$ cat config.mk
export PLATFORM = sky130hd
export DESIGN_NAME = req_priority_latch
export DESIGN_NICKNAME = d
export VERILOG_FILES = /design/src/rtl/req_priority_latch_pkg.sv /design/src/rtl/req_priority_latch_prio_enc4.sv /design/src/rtl/req_priority_latch.sv
export SDC_FILE = /design/constraint.sdc
export NUM_CORES = 1
export LEC_CHECK = 0
export BUFFER_PORTS_ARGS = -buffer_cell sky130_fd_sc_hd__buf_4
export CAP_MARGIN = 20
export CORE_UTILIZATION = 40
export CTS_CLUSTER_SIZE = 28
export DETAILED_ROUTE_END_ITERATION = 6
export GPL_ROUTABILITY_DRIVEN = 0
export GPL_TIMING_DRIVEN = 0
export PLACE_DENSITY = 0.64
export RECOVER_POWER = 50
export SLEW_MARGIN = 40
export SYNTH_ARGS = -nofsm -noshare
export SYNTH_HDL_FRONTEND = slang
export SYNTH_HIERARCHICAL = 1
export SYNTH_SLANG_ARGS = --single-unit
export TNS_END_PERCENT = 1
$ cat constraint.sdc
create_clock -name clk -period 2.8 [get_ports clk]
set_clock_uncertainty 0.05 [all_clocks]
set_input_delay 0.42 -clock clk [delete_from_list [all_inputs] [get_ports clk]]
set_output_delay 0.42 -clock clk [all_outputs]
set_load 0.005 [all_outputs]
$ cat src/rtl/req_priority_latch_pkg.sv
// Shared types and helpers for the request-capture stage that feeds the 4-to-2 priority encoder.
// Holds the channel/code widths, the presentation FSM states and the drop popcount.
package req_priority_latch_pkg;

  localparam int N_REQ  = 4;
  localparam int CODE_W = 2;

  typedef enum logic {
    IDLE    = 1'b0,
    PRESENT = 1'b1
  } state_t;

  // Number of channels that lost an event in one cycle (0..4).
  function automatic logic [2:0] popcount4(input logic [N_REQ-1:0] bits);
    return {2'b00, bits[0]} + {2'b00, bits[1]} + {2'b00, bits[2]} + {2'b00, bits[3]};
  endfunction

endpackage

$ cat src/rtl/req_priority_latch_prio_enc4.sv
// Combinational 4-to-2 highest-priority encoder; bit 3 wins.
// The any flag is set whenever at least one input bit is set.
module prio_enc4
  import req_priority_latch_pkg::*;
(
  input  logic [N_REQ-1:0]  vec,
  output logic [CODE_W-1:0] code,
  output logic              any
);

  always_comb begin
    any  = |vec;
    code = 2'd0;
    if (vec[3])      code = 2'd3;
    else if (vec[2]) code = 2'd2;
    else if (vec[1]) code = 2'd1;
    else             code = 2'd0;
  end

endmodule

$ cat src/rtl/req_priority_latch.sv
// Request-capture stage: edge-detects requests into sticky pending bits and presents the
// highest-priority pending code over a valid/ack handshake, counting events lost to pending channels.
module req_priority_latch
  import req_priority_latch_pkg::*;
#(
  parameter int CNT_W = 8
) (
  input  logic              clk,
  input  logic              rst_n,
  input  logic [N_REQ-1:0]  req,
  input  logic [N_REQ-1:0]  mask,
  input  logic              ack,
  output logic [CODE_W-1:0] y,
  output logic              v,
  output logic [N_REQ-1:0]  pending,
  output logic [CNT_W-1:0]  drop_cnt
);

  logic [N_REQ-1:0]  req_q;
  logic [N_REQ-1:0]  rise;
  logic [N_REQ-1:0]  clr;
  logic [N_REQ-1:0]  drop;
  logic [N_REQ-1:0]  pending_d;
  logic [CODE_W-1:0] enc_code;
  logic              any_pending;
  logic [CODE_W-1:0] y_d;
  logic              v_d;
  logic [CNT_W+2:0]  cnt_sum;
  state_t            state;
  state_t            state_d;

  prio_enc4 u_enc (
    .vec  (pending),
    .code (enc_code),
    .any  (any_pending)
  );

  // A set on the same cycle as the channel's clear keeps the bit and is not a drop.
  always_comb begin
    rise      = req & ~req_q & mask;
    drop      = rise & pending & ~clr;
    pending_d = (pending & ~clr) | rise;
    cnt_sum   = {3'b000, drop_cnt} + {{CNT_W{1'b0}}, popcount4(drop)};
  end

  always_ff @(posedge clk or negedge rst_n) begin
    if (!rst_n) begin
      req_q    <= '0;
      pending  <= '0;
      drop_cnt <= '0;
    end else begin
      req_q   <= req;
      pending <= pending_d;
      if (cnt_sum > {3'b000, {CNT_W{1'b1}}}) drop_cnt <= '1;
      else                                   drop_cnt <= cnt_sum[CNT_W-1:0];
    end
  end

  always_ff @(posedge clk or negedge rst_n) begin
    if (!rst_n) begin
      state <= IDLE;
      y     <= '0;
      v     <= 1'b0;
    end else begin
      state <= state_d;
      y     <= y_d;
      v     <= v_d;
    end
  end

  always_comb begin
    state_d = state;
    case (state)
      IDLE:    if (any_pending) state_d = PRESENT;
      PRESENT: if (ack)         state_d = IDLE;
      default: state_d = IDLE;
    endcase
  end

  // No preemption: the code is captured once in IDLE and held until acknowledged.
  always_comb begin
    y_d = y;
    v_d = v;
    clr = '0;
    case (state)
      IDLE: begin
        if (any_pending) begin
          y_d = enc_code;
          v_d = 1'b1;
        end
      end
      PRESENT: begin
        if (ack) begin
          v_d    = 1'b0;
          clr[y] = 1'b1;
        end
      end
      default: v_d = 1'b0;
    endcase
  end

endmodule

==> flow_summary.json <==
{
  "tightest_slew_ns": 1.09,
  "syn_nets": 99,
  "clk_pin_slew_ns": 0.11,
  "syn_inst": 84,
  "comb_power_share": 0.412,
  "clock_latency_ns": 0.30,
  "ys_types": 29,
  "rsz0062_at_grt": "yes",
  "cp-end-kind": "flop",
  "cts-root-buf": "clkbuf_4",
  "drt-wirelength-per-cell_um": 12.6,
  "async_reset_ff_frac": 1.00,
  "yosys_warnings": 6,
  "critPathKind": "reg2reg",
  "drv_cap": 0,
  "drt-initial-drc-count": 2,
  "remaining_drc_errors": 0,
  "synth_top_cell_area_share": 0.524,
  "htreeDepth": 1,
  "avgSynthCellArea_um2": 11.4,
  "antenna_found_initial": 0,
  "pin_count": 26,
  "dieArea_mm2": 0.00259,
  "synth_edf_count": 0,
  "clock.fmax_mhz": 369,
  "initial_utilization": 0.427,
  "hold_path_class": "in2reg",
  "p_leak_nw": 0.584,
  "placed_area_mm2": 0.00118,
  "synth_area_leaders": "dfrtp_1 52%, fa_1 6.3%, nand2_1 3.1%",
  "timing.slew.headroom": 0.272,
  "ys.flop_type": "dfrtp_1",
  "setup_viol": 0,
  "clkPwrFrac": 0.144,
  "seqPwrFrac": 0.444,
  "core-area_mm2": 0.00223,
  "internal_power_uw": 754,
  "first_pass_iters": 3,
  "drive_above_1_share": 0.378,
  "cts_tree": "done",
  "synth-seq-cells": 20,
  "cts_buffers": 3,
  "fin_area_mm2": 0.00128,
  "synth.cell_area_um2": 955,
  "final_core_util": 0.573,
  "arrival_ns": 2.86,
  "yosysSeqAreaShare": 0.524,
  "crit_path_start_kind": "flop",
  "syn2layout_area_growth_pct": 34.1,
  "crit_required_ns": 2.95,
  "hpwl_um": 1340,
  "status": "completed",
  "route.vias.total": 738,
  "grt_pass1_wl_um": 3220,
  "period_share": 0.968,
  "die_w_um": 50.9,
  "power.density_mw_per_mm2": 906,
  "antenna_cells": 0,
  "fin_nets": 135,
  "power_mw": 1.16,
  "clockBufferDepth": 2,
  "power_switching_uw": 405,
  "period_minus_slack_ns": 2.71,
  "yosys.area.top_type": "dfrtp_1",
  "grt_max_degree": 21,
  "wl_um": 1860,
  "whs_ns": 0.203,
  "ant_nets": 0,
  "grt-ovfl-total": 0,
  "portBuffers": 25,
  "via_per_inst": 5.02,
  "p_sw_frac": 0.349,
  "grt_pass1_vias": 746,
  "ir_drop_v": 0.000531,
  "hold_viol": 0,
  "rows": 17,
  "critPathMaxFanout": 2,
  "gr-usage-all-layers": 0.171,
  "die_h_um": 50.9,
  "clock-sinks": 20,
  "maxSlewViolCount": 0
}
==> cell usage in the layout (no fill, tap or decap), types with 2 or more instances in the layout <==
cell type	netlist	layout
buf_4	0	25
dfrtp_1	20	20
nand2_1	8	8
clkbuf_4	0	7
inv_1	7	6
o21ai_1	5	4
nor2b_1	4	4
nand3b_1	3	3
or2_1	3	3
nor2_1	3	3
nand3_1	2	2
nand2_2	2	2
a31oi_1	2	2
xor2_1	2	2
mux2i_1	2	2
o21ai_0	2	2
a21o_1	2	2
fa_2	0	2
==> power groups by stage <==
stage	Sequential [mW]	Combinational (mW)	Clock (mW)
final	0.515	0.478	0.167
after floorplan	0.514	0.212	0
after CTS	0.516	0.469	0.173
after detailed placement	0.528	0.419	0
after global routing	0.535	0.535	0.186
after global placement	0.523	0.413	0
==> layout make-up <==
| type | count | area, um^2 |
|---|---|---|
| Inverter | 7 | 26.3 |
| Fill cell | 212 | 953 |
| Multi-Input combinational cell | 57 | 450 |
| Tap cell | 28 | 35.0 |
| Timing Repair Buffer | 31 | 231 |
| Sequential cell | 20 | 500 |
| Clock buffer | 4 | 36.3 |
==> through the flow <==
stage / setup TNS, ns / std cells / setup slack, ns
2_1_floorplan: 0 / 84 / 0.103
3_3_place_gp: -1.23 / 137 / -0.216
3_5_place_dp: -1.55 / 137 / -0.267
4_1_cts: 0 / 146 / 0.0143
5_1_grt: -0.0557 / 147 / -0.0216
6_report: 0 / 147 / 0.0893
==> Yosys cell counts (all sizes together) (2+ instances only) <==
| library cell | n |
|---|---|
| mux2i | 2 |
| nor2b | 4 |
| or2 | 3 |
| nand3 | 2 |
| or3 | 2 |
| nand2 | 10 |
| inv | 7 |
| xor2 | 2 |
| nor2 | 4 |
| fa | 3 |
| o21ai | 7 |
| a21o | 2 |
| dfrtp | 20 |
| a31oi | 2 |
| nand3b | 3 |
| o2111ai | 2 |
==> sequential cells by signal (all words and copies together) (netlist names) <==
register / cells
v: 1
state: 1
drop_cnt: 8
pending: 4
req_q: 4
y: 2
==> critical path, stage by stage (launching register included) <==
cell	delay, ns
dfrtp_1	0.40
nand3b_1	0.13
o21ai_2	0.08
or3_4	0.33
fa_1	0.57
fa_2	0.22
inv_2	0.04
fa_2	0.35
buf_4	0.15
buf_4	0.13
o21a_1	0.17
==> timing repair <==
action                                  CTS  global route
endpoints found under the setup margin    7             8
gates resized for setup                   3             3
setup buffers                             4             1
pin swaps                                 3             6
hold buffers                              1             0
endpoints found under the hold margin    20             0
==> per-layer routing <==
metal / vias to the layer above / global-route usage / part of all wire / wire length [um]
li1: 358 / - / - / -
met1: 363 / 0.202 / 0.43 / 803
met2: 17 / 0.309 / 0.53 / 989
met3: 0 / 0.0268 / 0.034 / 63
met4: 0 / 0.0694 / 0 / 0
met5: - / 0 / 0 / 0
==> kinds of logic (layout without fill, tap and decap cells) <==
kind of cell    Yosys count  count (layout)  synth area share
fa+ha+maj                 4               4            0.0760
mux                       3               3            0.0328
xor+xnor                  2               2            0.0184
compound gates           18              18             0.140
simple gates             30              30             0.181
flops                    20              20             0.524
buf+inv                   7              42            0.0275
==> worst paths after layout <==
path / end / startpoint / cells past startpoint / slack (ns)
setup / recovery: drop_cnt[2] / state / 10 / 0.09
hold / removal: req_q[0] / req[0] / 1 / 0.20
setup reg to reg: drop_cnt[2] / state / 10 / 0.09
hold reg to reg: pending[0] / req_q[0] / 1 / 0.44
max in group asynchronous: pending[3] / rst_n / 2 / 1.27
min in group asynchronous: y[1] / rst_n / 2 / 0.79
Note: power is estimated with default switching activity, not from simulation.
